File: config.mk
export PLATFORM = sky130hd
export DESIGN_NAME = usb_host_tx_flat
export DESIGN_NICKNAME = d
export VERILOG_FILES = /design/src/rtl/usb_host_tx_if.sv /design/src/rtl/usb_host_tx.sv /design/src/flat_wrapper.sv
export SDC_FILE = /design/constraint.sdc
export NUM_CORES = 1
export LEC_CHECK = 0
export CORE_MARGIN = 1
export CORE_UTILIZATION = 50
export CTS_CLUSTER_SIZE = 20
export DETAILED_ROUTE_END_ITERATION = 7
export PLACE_DENSITY = 0.81
export SYNTH_ARGS = -nofsm -noshare
export SYNTH_HDL_FRONTEND = slang
export SYNTH_SLANG_ARGS = --single-unit
File: constraint.sdc
create_clock -name clk -period 2.2 [get_ports clk]
set_input_delay 0.33 -clock clk [delete_from_list [all_inputs] [get_ports clk]]
set_output_delay 0.33 -clock clk [all_outputs]
set_load 0.02 [all_outputs]
File: src/rtl/usb_host_tx_if.sv
// Byte stream from the packet source plus the driven D+/D- line, shared between
// the packet source (master) and the USB host line transmitter (slave).
interface usb_host_tx_if;
    typedef struct packed {
        logic p;
        logic n;
    } d_port_t;

    logic [7:0] tx_data;
    logic       tx_valid;
    logic       tx_ready;
    d_port_t    d_o;
    logic       d_en;

    modport master (
        output tx_data,
        output tx_valid,
        input  tx_ready,
        input  d_o,
        input  d_en
    );

    modport slave (
        input  tx_data,
        input  tx_valid,
        output tx_ready,
        output d_o,
        output d_en
    );
endinterface

File: src/rtl/usb_host_tx.sv
// USB host line transmitter: SYNC + NRZI/bit-stuffed bytes + EOP at full or low
// speed, plus host bus reset (long SE0) and low-speed keep-alive EOPs.
module usb_host_tx #(
    parameter int CLK_DIV_FS   = 4,
    parameter int CLK_DIV_LS   = 32,
    parameter int RESET_CYCLES = 480000
) (
    input  logic         clk,
    input  logic         reset,
    input  logic         usb_full_speed,
    usb_host_tx_if.slave bus,
    input  logic         bus_reset_req,
    input  logic         keep_alive_req,
    output logic         busy
);
    localparam int DIV_MAX = (CLK_DIV_LS > CLK_DIV_FS) ? CLK_DIV_LS : CLK_DIV_FS;
    localparam int TW      = (DIV_MAX > 1) ? $clog2(DIV_MAX) : 1;
    localparam int RW      = $clog2(RESET_CYCLES + 1);
    localparam logic [TW-1:0] FS_LAST  = TW'(CLK_DIV_FS - 1);
    localparam logic [TW-1:0] LS_LAST  = TW'(CLK_DIV_LS - 1);
    localparam logic [RW-1:0] RST_LAST = RW'(RESET_CYCLES - 1);

    typedef enum logic [3:0] {
        IDLE, SYNC, DATA, EOP_SE0, EOP_J, BUS_RST, RST_J, KA_SE0, KA_J
    } state_t;

    state_t        state, state_n;
    logic [TW-1:0] timer, timer_n;
    logic [2:0]    bit_cnt, bit_cnt_n;
    logic [7:0]    byte_r, byte_n;
    logic          stuffing, stuffing_n;
    logic [2:0]    ones, ones_n;
    logic          lvl_k, lvl_k_n;
    logic          fs, fs_n;
    logic [RW-1:0] rst_cnt, rst_cnt_n;
    logic          rst_pend, rst_pend_n;
    logic          ka_pend, ka_pend_n;
    logic          line_up;
    logic          ready_c;
    logic          send, send_val;
    logic          bit_end;
    logic [1:0]    line;

    function automatic logic [1:0] j_of(input logic full);
        return full ? 2'b10 : 2'b01;
    endfunction

    assign bit_end = (timer == (fs ? FS_LAST : LS_LAST));

    always_comb begin
        // NOTE: every signal written here gets a default first, so no path can infer a latch.
        state_n    = state;
        timer_n    = '0;
        bit_cnt_n  = bit_cnt;
        byte_n     = byte_r;
        stuffing_n = stuffing;
        ones_n     = ones;
        lvl_k_n    = lvl_k;
        fs_n       = fs;
        rst_cnt_n  = rst_cnt;
        rst_pend_n = rst_pend | bus_reset_req;
        ka_pend_n  = ka_pend | keep_alive_req;
        ready_c    = 1'b0;
        send       = 1'b0;
        send_val   = 1'b0;
        if (state != IDLE && !bit_end) timer_n = timer + TW'(1);

        unique case (state)
            IDLE: begin
                fs_n      = usb_full_speed;
                bit_cnt_n = '0;
                rst_cnt_n = '0;
                if (rst_pend_n) begin
                    state_n    = BUS_RST;
                    rst_pend_n = 1'b0;
                end else if (bus.tx_valid) begin
                    ready_c    = 1'b1;
                    byte_n     = bus.tx_data;
                    ones_n     = '0;
                    stuffing_n = 1'b0;
                    lvl_k_n    = 1'b1;  // first SYNC bit is a 0: idle J toggles to K
                    state_n    = SYNC;
                end else if (ka_pend_n) begin
                    state_n   = KA_SE0;
                    ka_pend_n = 1'b0;
                end
            end
            SYNC: if (bit_end) begin
                send = 1'b1;
                if (bit_cnt == 3'd7) begin
                    state_n   = DATA;
                    bit_cnt_n = '0;
                    send_val  = byte_r[0];
                end else begin
                    bit_cnt_n = bit_cnt + 3'd1;
                    send_val  = (bit_cnt == 3'd6);
                end
            end
            DATA: if (bit_end) begin
                if (!stuffing && ones == 3'd6) begin
                    stuffing_n = 1'b1;
                    ones_n     = '0;
                    lvl_k_n    = ~lvl_k;
                end else begin
                    stuffing_n = 1'b0;
                    if (bit_cnt != 3'd7) begin
                        bit_cnt_n = bit_cnt + 3'd1;
                        send      = 1'b1;
                        send_val  = byte_r[bit_cnt + 3'd1];
                    end else if (bus.tx_valid) begin
                        ready_c   = 1'b1;
                        byte_n    = bus.tx_data;
                        bit_cnt_n = '0;
                        send      = 1'b1;
                        send_val  = bus.tx_data[0];
                    end else begin
                        state_n   = EOP_SE0;
                        bit_cnt_n = '0;
                    end
                end
            end
            EOP_SE0, KA_SE0: if (bit_end) begin
                if (bit_cnt == 3'd1) begin
                    state_n   = (state == EOP_SE0) ? EOP_J : KA_J;
                    bit_cnt_n = '0;
                end else begin
                    bit_cnt_n = bit_cnt + 3'd1;
                end
            end
            BUS_RST: begin
                rst_cnt_n = rst_cnt + RW'(1);
                if (rst_cnt == RST_LAST) state_n = RST_J;
            end
            EOP_J, RST_J, KA_J: if (bit_end) state_n = IDLE;
            default: state_n = IDLE;
        endcase

        // NRZI: a 0 toggles the line, a 1 holds it and extends the run of ones
        if (send) begin
            ones_n  = send_val ? ones + 3'd1 : 3'd0;
            lvl_k_n = send_val ? lvl_k : ~lvl_k;
        end
    end

    always_ff @(posedge clk) begin
        if (!reset) begin
            state    <= IDLE;
            timer    <= '0;
            bit_cnt  <= '0;
            byte_r   <= '0;
            stuffing <= 1'b0;
            ones     <= '0;
            lvl_k    <= 1'b0;
            fs       <= 1'b0;
            rst_cnt  <= '0;
            rst_pend <= 1'b0;
            ka_pend  <= 1'b0;
            line_up  <= 1'b0;
        end else begin
            // NOTE: state uses non-blocking assignments so every register samples pre-edge values.
            state    <= state_n;
            timer    <= timer_n;
            bit_cnt  <= bit_cnt_n;
            byte_r   <= byte_n;
            stuffing <= stuffing_n;
            ones     <= ones_n;
            lvl_k    <= lvl_k_n;
            fs       <= fs_n;
            rst_cnt  <= rst_cnt_n;
            rst_pend <= rst_pend_n;
            ka_pend  <= ka_pend_n;
            line_up  <= 1'b1;
        end
    end

    always_comb begin
        line = 2'b00;
        unique case (state)
            IDLE:               line = line_up ? j_of(usb_full_speed) : 2'b00;
            SYNC, DATA:         line = lvl_k ? ~j_of(fs) : j_of(fs);
            EOP_J, RST_J, KA_J: line = j_of(fs);
            default:            line = 2'b00;
        endcase
    end

    assign bus.d_o      = line;
    assign bus.d_en     = (state != IDLE);
    assign bus.tx_ready = ready_c & reset;
    assign busy         = (state != IDLE);
endmodule

File: src/flat_wrapper.sv
// flat-port wrapper written by rule: the top's interface ports become plain ports
module usb_host_tx_flat 
#(
    parameter int CLK_DIV_FS   = 4,
    parameter int CLK_DIV_LS   = 32,
    parameter int RESET_CYCLES = 480000
)
  (clk, reset, usb_full_speed, bus_reset_req, keep_alive_req, busy, bus_tx_data, bus_tx_valid, bus_tx_ready, bus_d_o, bus_d_en);
  usb_host_tx_if bus_i ();
  input  logic clk;
  input  logic reset;
  input  logic usb_full_speed;
  input  logic bus_reset_req;
  input  logic keep_alive_req;
  output logic busy;
  input wire logic [$bits(bus_i.tx_data)-1:0] bus_tx_data;
  input wire logic [$bits(bus_i.tx_valid)-1:0] bus_tx_valid;
  output wire logic [$bits(bus_i.tx_ready)-1:0] bus_tx_ready;
  output wire logic [$bits(bus_i.d_o)-1:0] bus_d_o;
  output wire logic [$bits(bus_i.d_en)-1:0] bus_d_en;
  assign bus_i.tx_data = bus_tx_data;
  assign bus_i.tx_valid = bus_tx_valid;
  assign bus_tx_ready = bus_i.tx_ready;
  assign bus_d_o = bus_i.d_o;
  assign bus_d_en = bus_i.d_en;
  usb_host_tx #(.CLK_DIV_FS(CLK_DIV_FS), .CLK_DIV_LS(CLK_DIV_LS), .RESET_CYCLES(RESET_CYCLES)) u_core (.clk(clk), .reset(reset), .usb_full_speed(usb_full_speed), .bus(bus_i), .bus_reset_req(bus_reset_req), .keep_alive_req(keep_alive_req), .busy(busy));
endmodule
==> impl_metrics.env <==
export IMPL_nets=378
export IMPL_crit_path_end_kind="flop"
export IMPL_synth_area_top_cells="dfxtp_1 34%, mux2i_1 7.9%, nor2b_1 4.5%"
export IMPL_place_ws_ps=-88.7
export IMPL_setup_viol=0
export IMPL_clockBufferDepth=2
export IMPL_die_h_um=76.8
export IMPL_synthTopCellsByCount="48 x dfxtp_1, 27 x nor2_1, 22 x mux2i_1, 20 x nand3_1, 20 x nor2b_1"
export IMPL_hpwl_mm=4.26
export IMPL_synth_edf_count=0
export IMPL_core_area_um2=5240
export IMPL_finalHoldViolations=0
export IMPL_fin_crit_ps=2110
export IMPL_cp_slowest_stage_delay_ps=430
export IMPL_place_area_um2=3180
export IMPL_syn_inst=318
export IMPL_final_cells=427
export IMPL_clock_skew_ps=3.89
export IMPL_viasPerCell=5.65
export IMPL_cap_violations=0
export IMPL_critPathMaxFanout=16
export IMPL_p_per_area_nw_per_um2=1060
export IMPL_clock_root_buffer="clkbuf_8"
export IMPL_fin_setup_tns_ps=0
export IMPL_cts_tree="done"
export IMPL_worstPathCellList="buf_4 > or3_4 > nor3_4 > a41oi_1 > a211oi_4 > o21ai_1 > o311a_1"
export IMPL_drt_initial_drc_count=188
export IMPL_ys_warn_count=0
export IMPL_cts_made_buffers=5
export IMPL_start_util_pct=53.3
export IMPL_first_global_vias=2242
export IMPL_drive_above_1_share_pct=18.5
export IMPL_finalPower_mw=3.60
export IMPL_slew_viol_final=0
export IMPL_critPathArrivalTime_ps=2310
export IMPL_synth_cell_types=55
export IMPL_clock_sink_count=48
export IMPL_clk_insertion_delay_late_ps=310
export IMPL_synth_nets=340
export IMPL_ir_drop_mv=0.769
export IMPL_finish_utilization_pct=64.9
export IMPL_slew_headroom_pct=60.6
export IMPL_antenna_found_initial=0
export IMPL_cts_max_level=2
export IMPL_post_route_period_util_pct=95.9
export IMPL_outcome="completed"
export IMPL_crit_path_top_delay_cell="or3_4"
export IMPL_grt_max_degree=47
export IMPL_yosys_area_top_type_share_pct=34.4
export IMPL_drc_errors=0
export IMPL_std_cell_rows=26
export IMPL_diodes=0
export IMPL_port_buffers=18
export IMPL_areaGrowthSynthToFinish_pct=21.6
export IMPL_wl_mm=6.20
export IMPL_yosysMostFrequentCell="dfxtp_1"
export IMPL_grt_overflow=0
export IMPL_die_w_um=76.8
export IMPL_synth_top_area_cell="dfxtp_1"
export IMPL_syn_area_per_cell_um2=8.79
export IMPL_io_pins=19
export IMPL_grt_util_all_layers_pct=22.1
export IMPL_required_ps=2400
export IMPL_gp_congestion=0.888
export IMPL_wl_per_cell_um=14.5
export IMPL_ys_flop_type="dfxtp_1"
export IMPL_ys_ff_latch=48
export IMPL_synth_seq_area_share_pct=34.4
export IMPL_synth_area_um2=2790
export IMPL_leakagePower_nw=1.43
export IMPL_grt_first_pass_wirelength_mm=10.4
export IMPL_hold_class="flop to flop"
export IMPL_clk_pin_slew_ps=90
export IMPL_ant_nets=0
export IMPL_critical_path_class="flop to flop"
export IMPL_fillers=415
export IMPL_dp_cells=416
export IMPL_first_pass_iters=4
export IMPL_rsz0062_at_grt="true"
export IMPL_async_flop_share_pct=0
export IMPL_fin_area_um2=3400
export IMPL_worst_pin_slew_ps=591
export IMPL_dieArea_um2=5890
export IMPL_cp_start_kind="flop"
export IMPL_maxClockFrequency_mhz=474
export IMPL_fin_ws_ps=89.9
export IMPL_num_vias=2413
export IMPL_hold_slack_ps=455
[final cells by class]
type	instances	area (µm²)	share of cell area, %
multi-input cells	244	1810	53.1
clock buffers	5	68.8	2.03
repair buffers	48	393	11.6
inverters	9	33.8	0.994
well taps	70	87.6	2.58
flip-flops and latches	48	966	28.4
clock inverters	3	42.5	1.25
[sequential cells by signal, summed over array words and instances (netlist names)]
signal,count
u_core.ones,3
u_core.stuffing,1
u_core.lvl_k,1
u_core.ka_pend,1
u_core.state,4
u_core.line_up,1
u_core.timer,5
u_core.rst_cnt,19
u_core.fs,1
u_core.byte_r,8
u_core.bit_cnt,3
u_core.rst_pend,1
[report_power, final]
part / total [mW] / switching (mW) / leakage (nW) / internal [mW]
Clock: 0.639 / 0.303 / 0.0541 / 0.336
Sequential: 1.04 / 0.0784 / 0.390 / 0.960
Combinational: 1.92 / 1.01 / 0.983 / 0.912
Total: 3.60 / 1.39 / 1.43 / 2.21
[what timing repair did]
action | CTS | global route
endpoints found under the setup margin | 8 | 12
gates resized for setup | 19 | 15
hold buffers | 0 | 0
setup buffers | 0 | 3
pin swaps | 2 | 3
[placed cells by master (no fill, tap or decap), types with 3 or more instances in the layout]
cell | synthesis | layout
dfxtp_1 | 48 | 46
buf_4 | 2 | 31
nor2_1 | 27 | 26
mux2i_1 | 22 | 22
nand3_1 | 20 | 20
nor2b_1 | 20 | 20
nand2_1 | 17 | 17
a21oi_1 | 14 | 14
o21ai_0 | 14 | 13
clkdlybuf4s50_1 | 0 | 13
and2_1 | 11 | 11
inv_1 | 9 | 8
nand4_1 | 7 | 7
and3_1 | 7 | 7
ha_1 | 8 | 6
nand3b_1 | 5 | 5
nand2b_1 | 5 | 5
clkbuf_8 | 0 | 5
o211ai_1 | 4 | 4
nor3_1 | 5 | 4
o211a_1 | 4 | 4
nor4b_4 | 2 | 3
and4_1 | 3 | 3
a21boi_0 | 3 | 3
o21a_1 | 3 | 3
xor2_1 | 4 | 3
a22oi_1 | 3 | 3
[kinds of logic after synthesis]
| family | synth area share [%] |
|---|---|
| flops | 34.4 |
| mux | 9.09 |
| xor+xnor | 1.57 |
| buf+inv | 4.25 |
| simple gates | 31.8 |
| fa+ha+maj | 3.58 |
| compound gates | 15.4 |
[metal layers]
metal / GRT usage [%] / vias up / wire length [µm]
met5: 0 / - / 0
met4: 6.15 / 0 / 79
met3: 4.40 / 9 / 324
met2: 34.6 / 60 / 2850
met1: 30.6 / 1123 / 2940
li1: - / 1221 / -
[worst paths after layout]
check                                startpoint              end  slack [ps]  cells past startpoint
worst max-delay path            u_core.state[3]     u_core.lvl_k          90                      7
worst min-delay path            u_core.timer[0]  u_core.timer[0]         460                      1
worst max register to register  u_core.state[3]     u_core.lvl_k          90                      7
worst min register to register  u_core.timer[0]  u_core.timer[0]         460                      1
[critical path, delay by kind of cell, from the launching register on]
kind | cells | cell delay (ps)
compound gates | 4 | 800
simple gates | 2 | 650
flops | 1 | 350
buf+inv | 1 | 200
No activity file was read; power rests on OpenSTA's default activity.
